## src/rtl/aidc_lite_cfg_apb_slv.sv

```systemverilog
// ---------------------------------------------------------------------------
// aidc_lite_cfg_apb_slv
// APB3 responder holding the compression engine's configuration and status
// registers. Host accesses are decoded into SRC/DST/LEN/CMD/STATUS/IEN,
// a one-cycle start pulse is issued to the engine and its completion pulse
// is tracked by a small IDLE/BUSY/DONE state machine.
//
// Ports:
//   clk, rst        single clock, synchronous active-high reset
//   psel_i..pwdata_i APB3 request (only paddr_i[7:2] decoded)
//   prdata_o        read data, driven only in the access phase
//   pready_o        always 1 (zero wait states)
//   pslverr_o       error response, driven only in the access phase
//   src_addr_o      source base address (word aligned)
//   dst_addr_o      destination base address (word aligned)
//   len_o           byte length (word aligned)
//   start_o         one-cycle start pulse to the engine
//   done_i          one-cycle completion pulse from the engine
//   irq_o           registered level interrupt = STATUS.done & IEN[0]
//   dbg_state_o     current FSM state (0=IDLE, 1=BUSY, 2=DONE)
//
// APB handshake: a transfer is a setup cycle (psel_i & ~penable_i) followed
// by one access cycle (psel_i & penable_i); pready_o is always 1, so every
// access phase completes in one cycle. Read data and the error flag are
// registered in the setup cycle and presented in the access cycle; a write
// commits on the clock edge that ends the access cycle unless it was
// flagged as an error.
// ---------------------------------------------------------------------------
module aidc_lite_cfg_apb_slv #(
    parameter logic [31:0] VERSION = 32'h0001_0000
) (
    input  logic        clk,
    input  logic        rst,
    input  logic        psel_i,
    input  logic        penable_i,
    input  logic [31:0] paddr_i,
    input  logic        pwrite_i,
    input  logic [31:0] pwdata_i,
    output logic [31:0] prdata_o,
    output logic        pready_o,
    output logic        pslverr_o,
    output logic [31:0] src_addr_o,
    output logic [31:0] dst_addr_o,
    output logic [31:0] len_o,
    output logic        start_o,
    input  logic        done_i,
    output logic        irq_o,
    output logic [1:0]  dbg_state_o
);

    typedef enum logic [1:0] {
        S_IDLE = 2'd0,
        S_BUSY = 2'd1,
        S_DONE = 2'd2
    } state_t;

    state_t      r_state;
    logic [31:0] r_src;
    logic [31:0] r_dst;
    logic [31:0] r_len;
    logic        r_ien;
    logic [31:0] r_prdata;
    logic        r_pslverr;
    logic        r_start;
    logic        r_irq;

    logic        w_setup;
    logic        w_access;
    logic        w_busy;
    logic        w_done;
    logic [5:0]  w_idx;
    logic [31:0] w_rdata;
    logic        w_rd_err;
    logic        w_wr_err;
    logic        w_commit;
    logic        w_unused;

    assign w_setup  = psel_i & ~penable_i;
    assign w_access = psel_i & penable_i;
    assign w_idx    = paddr_i[7:2];
    assign w_busy   = (r_state == S_BUSY);
    assign w_done   = (r_state == S_DONE);
    assign w_unused = ^{paddr_i[31:8], paddr_i[1:0]};

    // A write flagged at setup never commits, even if the FSM moves between
    // setup and access (e.g. BUSY -> DONE on done_i).
    assign w_commit = w_access & pwrite_i & ~r_pslverr;

    always_comb begin
        w_rdata  = 32'h0;
        w_rd_err = 1'b0;
        case (w_idx)
            6'd0:    w_rdata = r_src;
            6'd1:    w_rdata = r_dst;
            6'd2:    w_rdata = r_len;
            6'd3:    w_rdata = 32'h0;
            6'd4:    w_rdata = {30'h0, w_busy, w_done};
            6'd5:    w_rdata = {31'h0, r_ien};
            6'd6:    w_rdata = VERSION;
            default: w_rd_err = 1'b1;
        endcase
    end

    always_comb begin
        w_wr_err = 1'b0;
        case (w_idx)
            6'd0, 6'd1, 6'd2: w_wr_err = w_busy;
            // Starting with a zero length is refused; CMD bit0=0 is a no-op.
            6'd3:    w_wr_err = w_busy | (pwdata_i[0] & (r_len == 32'h0));
            6'd4, 6'd5: w_wr_err = 1'b0;
            default: w_wr_err = 1'b1;  // VERSION and unmapped offsets
        endcase
    end

    always_ff @(posedge clk) begin
        if (rst) begin
            r_state   <= S_IDLE;
            r_src     <= 32'h0;
            r_dst     <= 32'h0;
            r_len     <= 32'h0;
            r_ien     <= 1'b0;
            r_prdata  <= 32'h0;
            r_pslverr <= 1'b0;
            r_start   <= 1'b0;
            r_irq     <= 1'b0;
        end else begin
            r_start <= 1'b0;
            r_irq   <= w_done & r_ien;

            if (w_setup) begin
                r_prdata  <= pwrite_i ? 32'h0 : w_rdata;
                r_pslverr <= pwrite_i ? w_wr_err : w_rd_err;
            end

            if (w_busy && done_i) begin
                r_state <= S_DONE;
            end

            if (w_commit) begin
                case (w_idx)
                    6'd0: r_src <= {pwdata_i[31:2], 2'b00};
                    6'd1: r_dst <= {pwdata_i[31:2], 2'b00};
                    6'd2: r_len <= {pwdata_i[31:2], 2'b00};
                    6'd3: begin
                        // Leaving DONE for BUSY clears STATUS.done implicitly.
                        if (pwdata_i[0]) begin
                            r_state <= S_BUSY;
                            r_start <= 1'b1;
                        end
                    end
                    6'd4: begin
                        if (pwdata_i[0] && w_done) begin
                            r_state <= S_IDLE;
                        end
                    end
                    6'd5: r_ien <= pwdata_i[0];
                    default: ;
                endcase
            end
        end
    end

    assign prdata_o    = w_access ? r_prdata : 32'h0;
    assign pslverr_o   = w_access ? r_pslverr : 1'b0;
    assign pready_o    = 1'b1;
    assign src_addr_o  = r_src;
    assign dst_addr_o  = r_dst;
    assign len_o       = r_len;
    assign start_o     = r_start;
    assign irq_o       = r_irq;
    assign dbg_state_o = r_state;

endmodule

```

## config.mk

```make
export PLATFORM = sky130hd
export DESIGN_NAME = aidc_lite_cfg_apb_slv
export DESIGN_NICKNAME = d
export VERILOG_FILES = /design/src/rtl/aidc_lite_cfg_apb_slv.sv
export SDC_FILE = /design/constraint.sdc
export NUM_CORES = 1
export LEC_CHECK = 0
export ABC_CLOCK_PERIOD_IN_PS = 1800
export BUFFER_PORTS_ARGS = -buffer_cell sky130_fd_sc_hd__buf_2
export CAP_MARGIN = 20
export CORE_MARGIN = 8
export CORE_UTILIZATION = 45
export CTS_CLUSTER_SIZE = 25
export DETAILED_ROUTE_END_ITERATION = 16
export PLACE_DENSITY = 0.8
export SETUP_SLACK_MARGIN = 0.05
export SYNTH_ARGS = -nofsm -noshare
export SYNTH_HDL_FRONTEND = slang
export SYNTH_SLANG_ARGS = --single-unit
```

## constraint.sdc

```tcl
create_clock -name clk -period 1.8 [get_ports clk]
set_clock_uncertainty 0.15 [all_clocks]
set_input_delay 0.27 -clock clk [delete_from_list [all_inputs] [get_ports clk]]
set_output_delay 0.27 -clock clk [all_outputs]
set_load 0.01 [all_outputs]
```

==> flow_metrics.py <==
metrics = {
    "logic_synthesis": {
        "synth_cell_types": 38,
        "avgSynthCellArea_um2": 8.14,
        "netlist_area_um2": 5570,
        "synthCells": 684,
        "yosys_warnings": 0,
        "synthFlopType": "dfxtp_1",
        "synth_edf_count": 0,
        "yosysSeqAreaShare_pct": 46.0,
        "async_flop_share_pct": 0,
        "synth_seq_cells": 128,
    },
    "clocking": {
        "cts.path.max_buffers": 2,
        "h-tree-depth": 4,
        "path_clk_slew_ns": 0.06,
        "root_buffer": "clkbuf_16",
        "clock-sinks": 128,
        "cts_made_buffers": 17,
        "insertion_delay_ns": 0.42,
        "cts_tree": "done",
    },
    "pwr": {
        "p_leak_nw": 3.61,
        "p_sw_share_pct": 22.7,
        "clkPwrFrac_pct": 50.6,
        "combPwrFrac_pct": 6.2,
        "cellInternalPower_w": 0.00509,
        "seq_power_share_pct": 43.2,
        "p_switching_w": 0.00149,
        "power-per-cell-area_nw_per_um2": 787,
        "peakVddDrop_v": 0.000477,
    },
    "die": {
        "ios": 204,
        "start_util_pct": 46.2,
        "rows": 40,
        "die_y_um": 127,
        "dieArea_um2": 16200,
        "core_um2": 12100,
        "die_w_um": 127,
    },
    "routing": {
        "vias_per_cell": 5.72,
        "drt_iter0_drc": 765,
        "drcViolationCount": 0,
        "via_count": 6296,
        "wirelength_um": 21400,
        "wl_per_cell_um": 19.4,
        "antenna_left": 0,
        "dr.pass1.iters": 6,
    },
    "sta": {
        "grt_setup_unrepaired": "true",
        "slew_viol_final": 0,
        "setup_violations": 25,
        "fin_tns_setup_ns": -0.408,
        "hold_viol": 0,
        "worst_slew_pin_slew_ns": 0.541,
        "slew_headroom_pct": 63.9,
        "timing.hold.ws_ns": 0.0546,
        "fin_crit_sh_pct": 103,
        "timing.fmax_ghz": 0.540,
        "min_period_ns": 1.85,
        "fin_ws_ns": -0.0535,
    },
    "cells_and_area": {
        "fillCellCount": 927,
        "register_area_um2": 2560,
        "multi_input_area_um2": 3000,
        "syn_to_final_growth_pct": 50.0,
        "fin_cells": 1100,
        "final_layout_size_suffix_gt1_share_pct": 40.2,
        "fin_nets": 989,
        "final_util_pct": 69.2,
    },
    "placement": {
        "gp_congestion": 0.862,
        "hpwlAfterDp_um": 13400,
        "dp_cells": 1024,
        "io_buffers": 169,
    },
    "setup_path": {
        "end_kind": "flop",
        "start_kind": "flop",
        "r2r_end": "len_o[27]$_SDFFE_PP0P_",
        "path_max_fanout": 10,
        "worstPathArrival_ns": 2.05,
        "critPathKind": "flop to flop",
        "cp.required_ns": 1.99,
        "r2r_cells": 7,
        "regToRegSetupSlack_ns": -0.05,
        "critPathLaunch": "r_pslverr$_SDFFE_PP0P_",
        "r2r-start": "r_pslverr$_SDFFE_PP0P_",
    },
    "hold_path": {
        "whs_endpoint": "dbg_state_o[1]$_SDFF_PP0_",
        "hold_start": "done_i",
        "hold_path_class": "input port to flop",
        "hold_depth": 3,
    },
    "outcome": {
        "failed_checks": "negative setup slack",
        "status": "complete, but fails checks",
    },
    "global_route": {
        "grt_max_degree": 73,
        "antenna_found_initial": 1,
        "grt_pass1_wl_um": 30900,
        "track_usage_pct": 23.8,
        "grt_pass1_vias": 5887,
        "overflow": 0,
    },
    "flow_run": {
        "drv_cap": 0,
    },
}
[stage by stage]
stage	area [um^2]	power, W	setup slack (ns)
floorplan	5640	0.00306	-0.196
global placement	6970	0.00322	-0.301
detailed placement	6970	0.00322	-0.358
CTS	7900	0.00656	0.00376
global route	8350	0.00678	-0.129
finish	8350	0.00658	-0.0535
[repair_timing]
item / in CTS / in global routing
cloned: 0 / 7
hold endpoints to repair: 96 / 0
hold buffers: 33 / 0
setup buffers: 0 / 4
setup endpoints to repair: 27 / 113
resized for setup: 5 / 83
pin swaps: 0 / 21
[area by class of cell]
class	count	area share [%]
multi-input cells	489	35.9
flip-flops and latches	128	30.7
repair buffers	279	23.9
clock buffers	20	5.47
well taps	168	2.52
clock inverters	11	1.38
inverters	4	0.180
diodes	1	0.0300
[cells in the final DEF, fill, tap and decap left out, types with 11 or more instances in the layout]
| cell | instances |
|---|---|
| dlygate4sd3_1 | 33 |
| nor3_1 | 33 |
| buf_4 | 54 |
| nand2_1 | 163 |
| a222oi_1 | 29 |
| and3_1 | 33 |
| mux2_2 | 29 |
| a21oi_1 | 93 |
| dfxtp_1 | 127 |
| buf_2 | 168 |
| a21oi_2 | 32 |
| nand2_2 | 11 |
| clkbuf_16 | 21 |
[Yosys cell counts, types with 2 or more instances]
library cell / count / area [um^2]
or4_1: 2 / 15.0
a222oi_1: 29 / 290
or3b_2: 3 / 26.3
nor2_1: 8 / 30.0
and3_1: 33 / 206
nand4_1: 2 / 12.5
mux2_2: 29 / 327
nor3_1: 34 / 170
a311oi_1: 2 / 17.5
a21oi_1: 125 / 626
nand2b_1: 4 / 25.0
nand2_1: 183 / 687
o21ai_0: 2 / 10.0
dfxtp_1: 128 / 2560
inv_1: 4 / 15.0
buf_6: 3 / 33.8
buf_4: 8 / 60.1
conb_1: 2 / 7.51
nor4_1: 8 / 50.1
buf_1: 4 / 15.0
buf_2: 11 / 55.1
or3_1: 2 / 12.5
nor4b_2: 2 / 30.0
clkbuf_1: 42 / 158
[state kept, by name, indices dropped and copies added, names as in the netlist]
| register | count |
|---|---|
| dbg_state_o | 2 |
| src_addr_o | 30 |
| r_pslverr | 1 |
| irq_o | 1 |
| dst_addr_o | 30 |
| r_prdata | 32 |
| r_ien | 1 |
| len_o | 30 |
| start_o | 1 |
[worst max-delay path, stage by stage (launching register included)]
cell and delay, ns:
dfxtp_2 0.32, nand4b_1 0.28, buf_4 0.24, nor4b_4 0.25
buf_6 0.17, buf_8 0.14, nand2_1 0.08, a21oi_1 0.13
[per-layer routing]
metal  GRT usage, %  vias to the layer above  routed length [um]
li1               -                     2891                   -
met1           28.6                     2954                8590
met5              0                        -                   0
met3           7.36                       52                2250
met2           39.1                      399               10000
met4           8.89                        0                 509
[cells by family (layout without fill, tap and decap cells)]
group	Yosys count	count (layout)	synth area share, %
AND/OR/NAND/NOR	287	287	23.8
AO/OA/AOI/OAI	165	165	18.0
flip-flops	128	128	46.0
buffers and inverters	72	314	6.04
multiplexers	30	30	6.04
other	2	8	0.135
[how the worst max path moves through the flow]
stage | endpoint | cells after the start
6_report | len_o[27]$_SDFFE_PP0P_ | 7
5_1_grt | len_o[8]$_SDFFE_PP0P_ | 7
4_1_cts | len_o[28]$_SDFFE_PP0P_ | 6
3_5_place_dp | len_o[3]$_SDFFE_PP0P_ | 7
3_3_place_gp | dst_addr_o[2]$_SDFFE_PP0P_ | 7
2_1_floorplan | len_o[20]$_SDFFE_PP0P_ | 6
[power groups by stage]
stage                     clock, W  combinational, W  sequential (W)
after global routing       0.00351          0.000428         0.00284
after floorplan                  0          0.000156         0.00290
after detailed placement         0          0.000316         0.00290
after CTS                  0.00335          0.000373         0.00284
final                      0.00333          0.000408         0.00284
after global placement           0          0.000316         0.00290
No activity file was read; power rests on OpenSTA's default activity.
